## src/rtl/magma_ecb_sequencer_if.sv

```systemverilog
// Bundle between the key/data entry driver (master) and the Magma ECB sequencer (slave).
interface magma_ecb_sequencer_if #(
  parameter int NBLK = 2
);
  localparam int DW = 64 * NBLK;

  logic          start;
  logic          decrypt;
  logic [255:0]  key;
  logic [DW-1:0] data_in;
  logic [DW-1:0] data_out;
  logic          busy;
  logic          done;
  logic [4:0]    round;

  modport master (
    output start, decrypt, key, data_in,
    input  data_out, busy, done, round
  );

  modport slave (
    input  start, decrypt, key, data_in,
    output data_out, busy, done, round
  );
endinterface

```

## src/rtl/magma_ecb_sequencer.sv

```systemverilog
// Magma (GOST R 34.12-2015) ECB sequencer: one Feistel round per clock over an
// NBLK-block buffer, with per-block write-back into data_out.
module magma_ecb_sequencer #(
  parameter int NBLK = 2
) (
  input  logic                 clk,
  input  logic                 reset,
  magma_ecb_sequencer_if.slave bus
);
  localparam int DW = 64 * NBLK;
  localparam int BW = (NBLK > 1) ? $clog2(NBLK) : 1;
  localparam logic [BW-1:0] LAST_BLK = BW'(NBLK - 1);

  // id-tc26-Z S-boxes, row j serves nibble j; entry x sits at bits [63-4x -: 4].
  localparam logic [0:7][63:0] SBOX = {
    64'hC462A5B9E8D703F1,
    64'h68239A5C1E47BD0F,
    64'hB3582FADE174C960,
    64'hC821D4F670A53E9B,
    64'h7F5A816D093EB42C,
    64'h5DF692CAB78143E0,
    64'h8E25691CF4B0DA37,
    64'h17ED05834FA69CB2
  };

  typedef enum logic [2:0] {
    S_IDLE,
    S_LOAD,
    S_ROUND,
    S_STORE,
    S_DONE
  } state_t;

  state_t        state_reg;
  logic [255:0]  key_reg;
  logic [DW-1:0] data_reg;
  logic [DW-1:0] data_out_reg;
  logic          decrypt_reg;
  logic [BW-1:0] blk_reg;
  logic [4:0]    round_reg;
  logic          busy_reg;
  logic          done_reg;
  logic [31:0]   a1_reg;
  logic [31:0]   a0_reg;

  logic [31:0]   key_word [8];
  logic [2:0]    key_idx;
  logic [31:0]   sum;
  logic [31:0]   sub;
  logic [31:0]   g_out;

  genvar gi;

  for (gi = 0; gi < 8; gi++) begin : g_key
    assign key_word[gi] = key_reg[255 - 32*gi -: 32];
  end

  // Ascending K1..K8 for the first passes, descending for the tail; decrypt has one ascending pass.
  always_comb begin
    key_idx = round_reg[2:0];
    if (decrypt_reg ? (round_reg >= 5'd8) : (round_reg >= 5'd24))
      key_idx = ~round_reg[2:0];
  end

  assign sum = a0_reg + key_word[key_idx];

  for (gi = 0; gi < 8; gi++) begin : g_sbox
    localparam logic [63:0] ROW = SBOX[gi];
    logic [3:0] nib;
    assign nib                = sum[4*gi +: 4];
    assign sub[4*gi +: 4]     = ROW[{~nib, 2'b00} +: 4];
  end

  assign g_out = {sub[20:0], sub[31:21]};

  always_ff @(posedge clk) begin
    if (!reset) begin
      state_reg    <= S_IDLE;
      key_reg      <= '0;
      data_reg     <= '0;
      data_out_reg <= '0;
      decrypt_reg  <= 1'b0;
      blk_reg      <= '0;
      round_reg    <= '0;
      busy_reg     <= 1'b0;
      done_reg     <= 1'b0;
      a1_reg       <= '0;
      a0_reg       <= '0;
    end else begin
      done_reg <= 1'b0;
      case (state_reg)
        S_IDLE: begin
          if (bus.start) begin
            key_reg     <= bus.key;
            data_reg    <= bus.data_in;
            decrypt_reg <= bus.decrypt;
            blk_reg     <= '0;
            busy_reg    <= 1'b1;
            state_reg   <= S_LOAD;
          end
        end
        S_LOAD: begin
          {a1_reg, a0_reg} <= data_reg[{blk_reg, 6'd0} +: 64];
          round_reg        <= '0;
          state_reg        <= S_ROUND;
        end
        S_ROUND: begin
          a1_reg    <= a0_reg;
          a0_reg    <= g_out ^ a1_reg;
          round_reg <= round_reg + 5'd1;
          if (round_reg == 5'd31)
            state_reg <= S_STORE;
        end
        S_STORE: begin
          // Swapping the halves back undoes the exchange of the last round.
          data_out_reg[{blk_reg, 6'd0} +: 64] <= {a0_reg, a1_reg};
          blk_reg <= blk_reg + 1'b1;
          if (blk_reg == LAST_BLK) begin
            busy_reg  <= 1'b0;
            done_reg  <= 1'b1;
            state_reg <= S_DONE;
          end else begin
            state_reg <= S_LOAD;
          end
        end
        S_DONE: begin
          state_reg <= S_IDLE;
        end
        default: begin
          state_reg <= S_IDLE;
        end
      endcase
    end
  end

  assign bus.data_out = data_out_reg;
  assign bus.busy     = busy_reg;
  assign bus.done     = done_reg;
  assign bus.round    = round_reg;
endmodule

```

## src/flat_wrapper.sv

```systemverilog
// flat-port wrapper written by rule: the top's interface ports become plain ports
module magma_ecb_sequencer_flat 
#(
  parameter int NBLK = 2
)
  (clk, reset, bus_start, bus_decrypt, bus_key, bus_data_in, bus_data_out, bus_busy, bus_done, bus_round);
  magma_ecb_sequencer_if #(.NBLK(NBLK)) bus_i ();
  input  logic clk;
  input  logic reset;
  input wire logic [$bits(bus_i.start)-1:0] bus_start;
  input wire logic [$bits(bus_i.decrypt)-1:0] bus_decrypt;
  input wire logic [$bits(bus_i.key)-1:0] bus_key;
  input wire logic [$bits(bus_i.data_in)-1:0] bus_data_in;
  output wire logic [$bits(bus_i.data_out)-1:0] bus_data_out;
  output wire logic [$bits(bus_i.busy)-1:0] bus_busy;
  output wire logic [$bits(bus_i.done)-1:0] bus_done;
  output wire logic [$bits(bus_i.round)-1:0] bus_round;
  assign bus_i.start = bus_start;
  assign bus_i.decrypt = bus_decrypt;
  assign bus_i.key = bus_key;
  assign bus_i.data_in = bus_data_in;
  assign bus_data_out = bus_i.data_out;
  assign bus_busy = bus_i.busy;
  assign bus_done = bus_i.done;
  assign bus_round = bus_i.round;
  magma_ecb_sequencer #(.NBLK(NBLK)) u_core (.clk(clk), .reset(reset), .bus(bus_i));
endmodule
```

## config.mk

```make
export PLATFORM = sky130hd
export DESIGN_NAME = magma_ecb_sequencer_flat
export DESIGN_NICKNAME = d
export VERILOG_FILES = /design/src/rtl/magma_ecb_sequencer_if.sv /design/src/rtl/magma_ecb_sequencer.sv /design/src/flat_wrapper.sv
export SDC_FILE = /design/constraint.sdc
export NUM_CORES = 1
export LEC_CHECK = 0
export CAP_MARGIN = 20
export CORE_MARGIN = 2
export CORE_UTILIZATION = 41
export CTS_CLUSTER_DIAMETER = 120
export DETAILED_ROUTE_END_ITERATION = 8
export GPL_TIMING_DRIVEN = 0
export PLACE_DENSITY_LB_ADDON = 0.05
export SLEW_MARGIN = 30
export SYNTH_ARGS = -nofsm -noshare
export SYNTH_HDL_FRONTEND = slang
export SYNTH_SLANG_ARGS = --single-unit
```

## constraint.sdc

```tcl
create_clock -name clk -period 5.2 [get_ports clk]
set_clock_uncertainty 0.05 [all_clocks]
set_input_delay 0.78 -clock clk [delete_from_list [all_inputs] [get_ports clk]]
set_output_delay 0.78 -clock clk [all_outputs]
set_load 0.01 [all_outputs]
```

* After elaboration in Yosys (flattened, before gate mapping)
Cells that the tools add are included.
** Cells by class
- Mux-type cells :: 19
- Shifts and indexed selects :: 11
- Reduce and logical (&&, ||, !) cells :: 8
- Eq/ne operators :: 7
- Bitwise gates (word level) :: 11
- Order comparisons :: 3
- Add/sub/neg operators :: 4
** Operators by type and width (count)
- 64-bit by 7-bit indexed part select with 4-bit output (first input constant) :: 8
- 128-bit bitwise mux :: 1
- 32-bit one-hot mux with 2 select lines :: 2
- 64-bit by 9-bit variable shift with 128-bit output (first input constant) :: 1
- 128-bit by 8-bit indexed part select with 64-bit output :: 1
- 64-bit by 9-bit indexed part select with 128-bit output :: 1
- 32-bit binary-select mux with 3-bit select :: 1
- 32-bit two-way mux :: 2
- 32-bit adder :: 1
- 4-bit inverter :: 8
- 32-bit XOR :: 1
- 3-bit two-way mux :: 4
- 3-bit one-hot mux with 4 select lines :: 1
- 5-bit one-hot mux with 2 select lines :: 1
- 7-bit negator with 9-bit output :: 1
- 2-bit AND reduction :: 4
- 3-bit by 2-bit == test with 1-bit output (second input constant) :: 2
- 5-bit by 1-bit adder with 5-bit output (second input constant) :: 1
- 5-bit == test (second input constant) :: 1
- 5-bit by 4-bit greater-or-equal comparator with 1-bit output (second input constant) :: 1
- 5-bit greater-or-equal comparator (second input constant) :: 1
- 1-bit two-way mux :: 5
- 4-bit greater-or-equal comparator (second input constant) :: 1
- 2-bit by 1-bit inequality test with 1-bit output (second input constant) :: 2
- other kinds (9) :: 11
** Storage, ports and cells
- Output and inout bits :: 135
- Word-level logic and storage cells :: 74
- Register bits after elaboration :: 588

* Longest topological paths before layout
- Depth in word-level cells :: 12
- Depth in mapped cells :: 21

* Worst setup path before layout
Ideal clock, no wire load.
- Path kind :: register to register
- Start point :: register u_core.round_reg[3], in the netlist u_core.bus.round[3]
- End point :: register u_core.a0_reg[31]
- Period minus slack after synthesis :: 5.437 ns
- Setup time :: 0.115 ns
- Arrival :: 5.272 ns
- Path slack :: -0.237 ns
- Cell stages (with the launch flop) :: 20
- Data required time :: 5.035 ns
- Path through :: dfxtp_1 > maj3_2 > xnor2_1 > buf_2 > mux4_2 > mux2_2 > ha_1 > a21o_1 > a211oi_2 > and4_1 > nor4_2 > or2_1 > a21boi_1 > xnor2_1 > inv_1 > ha_1 > mux4_2 > xnor2_1 > o21ai_0 > and2_1
** Between the ends
- Word-level cells in the longest chain between the ends :: 12
- Elaborated cells between the ends (all ways) :: 13
- Those cells by class :: 1 x add/sub; 2 x order compare; 1 x shift; 6 x mux; 3 x bitwise
** Ends and longest elaborated chain
- start, declared :: RTL line magma_ecb_sequencer.sv:40 : logic [4:0] round_reg;
- start signal, assigned :: RTL line magma_ecb_sequencer.sv:110 : round_reg <= round_reg + 5'd1;
- 5-bit greater-or-equal comparator / 5-bit by 4-bit greater-or-equal comparator with 1-bit output (equally long branches) :: RTL line magma_ecb_sequencer.sv:61 : if (decrypt_reg ? (round_reg >= 5'd8) : (round_reg >= 5'd24))
- 1-bit two-way mux * :: RTL line magma_ecb_sequencer.sv:61
- 3-bit two-way mux * :: RTL line magma_ecb_sequencer.sv:61
- 3-bit inverter with 4-bit output (not written as such) * :: RTL line magma_ecb_sequencer.sv:65 : assign sum = a0_reg + key_word[key_idx];
- 32-bit binary-select mux with 3-bit select * :: RTL line magma_ecb_sequencer.sv:65
- 32-bit two-way mux (not written as such) * (2 in a row) :: RTL line magma_ecb_sequencer.sv:65
- 32-bit adder * :: RTL line magma_ecb_sequencer.sv:65
- 4-bit inverter * :: RTL line magma_ecb_sequencer.sv:71 : assign sub[4*gi +: 4] = ROW[{~nib, 2'b00} +: 4];
- 64-bit by 7-bit indexed part select with 4-bit output * :: RTL line magma_ecb_sequencer.sv:71
- 32-bit XOR * :: RTL line magma_ecb_sequencer.sv:109 : a0_reg <= g_out ^ a1_reg;
- 32-bit one-hot mux with 2 select lines * :: RTL line magma_ecb_sequencer.sv:91 : case (state_reg)
- end signal, assigned :: RTL line magma_ecb_sequencer.sv:103 : {a1_reg, a0_reg} <= data_reg[{blk_reg, 6'd0} +: 64];
- end signal, assigned :: RTL line magma_ecb_sequencer.sv:109
- end, declared :: RTL line magma_ecb_sequencer.sv:44 : logic [31:0] a0_reg;
Every way passes the cells marked *; elsewhere a longest branch is shown, timed or not. The select of a mux whose other input is x is not followed.
A chain may end at the register's enable or synchronous reset.

* Final worst setup path
Ends and elaborated chain as after synthesis.

==> metrics <==
Commonest cells post-synth nand2_1, dfxtp_1, a21boi_0; Net Switching 0.00389 W; Seq/Total Area, Yosys 0.417; Num CTS Buffers 67; Synth-to-Final Area Change 35.9%; leak pwr 14.3 nW; Seq cells post-synth 588; Post-DP Area 34600 um^2; Largest register FFs 256; relative max-transition margin 0.284; port bufs 521; hold_ws 411 ps; GP Congestion 0.916; largest net degree at the start of global routing 13; failing checks setup timing; combinational power share 0.231; MaxCap Viol Count 0; global-route wire length before repair 159000 um; Reg power frac 0.404; Final Cycle Share 1.01; Max Buffers Root-to-Sink 3; top-count cell post-synth nand2_1; data required time at the worst endpoint 5640 ps; status finished with violations; top cells by area, synth dfxtp_1, nand2_1, a21boi_0, mux4_2, ha_1; die area 71000 um^2; Ys Warns 0; crit path max fanout 6; die height 266 um; crit path capture type register; Starting Density 0.413; routing usage on met2 0.514; clock root buffer clkbuf_16; EDFF count, synth 0; H-tree levels 3; Global Route met3 Usage 0.0525; Slew @ Worst Pin 1070 ps; Total GRT Usage 0.305; Post-Syn Instances 3285; grt met1 use 0.378; Initial DRT Pass Iterations 5; Worst Hold Class register to register; Vias 26100; Slew Viols, Final 0; TritonCTS clock tree built; Routed Antenna Nets 0; DRC Markers 0; vias per cell 5.34; DP HPWL 86500 um; grt ovf 0; count of final setup violators 2; Synthesized Nets 3748; Fin Setup TNS -54.4 ps; Pwr Density 335 nW/um^2; Nets 4415; Critical Setup Path Class register to register; biggest area consumer among synthesized cells dfxtp_1; asr flop ratio synth 0; synthesized area 28200 um^2; layout cells sized above 1 0.115; Place WS -1190 ps; critical path data arrival time 5690 ps; synth unique cells 80; routed len/inst 22.8 um; cell row count 96; Hold Fails Final Rpt 0; startpoint types register; Switching Fraction 0.302; initial DRC count 2067; clock sinks 588; Max VDD drop 0.000227 V; antenna violations before repair 1; clock share of power 0.365; fmax 191 MHz; GR peak layer met2; vias in the first global route 25200; Die Wd 266 um; post-route setup slack -47.6 ps; mean post-synth cell area 8.60 um^2; Top FF cell, synth dfxtp_1; clock-pin transition on the worst setup and hold timing paths 60 ps; Post-Layout Inst Area 38400 um^2; Ports 523; clock latency at the later pin of the worst-skew pair 600 ps; Synth top area share 0.417; drt total wl 111000 um; Cell Int Power 0.00898 W; RSZ-0062 raised after global routing yes; fin crit period 5250 ps; Core Area 68300 um^2
[power by group through the flow]
stage	registers, W	clock network, W	logic (W)
6_report	0.00520	0.00470	0.00297
3_5_place_dp	0.00527	0	0.00261
3_3_place_gp	0.00526	0	0.00259
5_1_grt	0.00522	0.00493	0.00322
4_1_cts	0.00518	0.00474	0.00279
2_1_floorplan	0.00507	0	0.00164
[logic make-up after synthesis]
group                    count (synthesis)  share of synthesized area
AND/OR/NAND/NOR                       1314                      0.184
AO/OA/AOI/OAI                          780                      0.202
flip-flops                             588                      0.417
buffers and inverters                  282                     0.0387
multiplexers                           184                      0.103
adder cells (fa/ha/maj)                 79                     0.0349
XOR/XNOR                                58                     0.0202
[area by class of cell]
cell class              count  area (um^2)
flip-flops and latches    588        11800
well taps                 882         1100
multi-input cells        2415        16200
clock inverters            15          193
diodes                      1         2.50
clock buffers             101         1950
fillers                  6524        30000
repair buffers            603         5910
plain buffers             238         1070
inverters                  39          146
[cell usage in the layout (no fill, tap or decap), drive strengths merged, types with 33 or more instances in the layout]
master and count:
nand2 1103, dfxtp 588, clkdlybuf4s50 521, a21boi 515, clkbuf 319, buf 102
nor2 99, mux4 78, ha 74, mux2 64, a21oi 60, o21ai 51
mux2i 42, inv 42, xnor2 35, o221ai 33
[path summary, 6_finish.rpt]
kind                            slack [ps]                               endpoint  cells past startpoint                                  start
worst min-delay path                   410  u_core.bus.data_out[108]$_SDFFE_PN0P_                      2  u_core.bus.data_out[108]$_SDFFE_PN0P_
worst max register to register         -50         u_core.a0_reg[31]$_SDFFE_PN0P_                     21       u_core.bus.round[3]$_SDFFE_PN0P_
worst min register to register         410  u_core.bus.data_out[108]$_SDFFE_PN0P_                      2  u_core.bus.data_out[108]$_SDFFE_PN0P_
worst max-delay path                   -50         u_core.a0_reg[31]$_SDFFE_PN0P_                     21       u_core.bus.round[3]$_SDFFE_PN0P_
[timing repair]
item | in CTS | in global routing
pin swaps | 33 | 53
setup endpoints to repair | 27 | 22
hold buffers | 0 | 0
gates resized for setup | 121 | 85
buffers inserted | 39 | 40
gates cloned | 1 | 1
[per-layer routing]
layer / up-vias / share of wire
met5: - / 0
li1: 12500 / -
met3: 199 / 0.069
met4: 0 / 0.051
met2: 959 / 0.48
met1: 12400 / 0.40
[critical path: stages (launching register included)]
cell	delay, ps
dfxtp_4	350
maj3_4	390
xnor2_4	170
buf_6	160
buf_12	150
buf_12	130
mux4_2	550
mux2_4	310
ha_4	310
nand3_2	80
a211o_1	340
and4_4	210
nor4_4	190
or2_4	200
a21boi_4	70
xnor2_2	270
inv_2	110
ha_4	170
mux4_2	490
xnor2_2	200
o21ai_1	70
and2_1	170
[through the flow]
stage                     std cells  total power, W  utilization
after floorplan                3285         0.00670            -
after global placement         4688         0.00785        0.506
after detailed placement       4690         0.00788        0.507
after CTS                      4843          0.0127        0.551
after global routing           4881          0.0134        0.562
final                          4882          0.0129        0.562
Power figures use the tool's default switching activity.
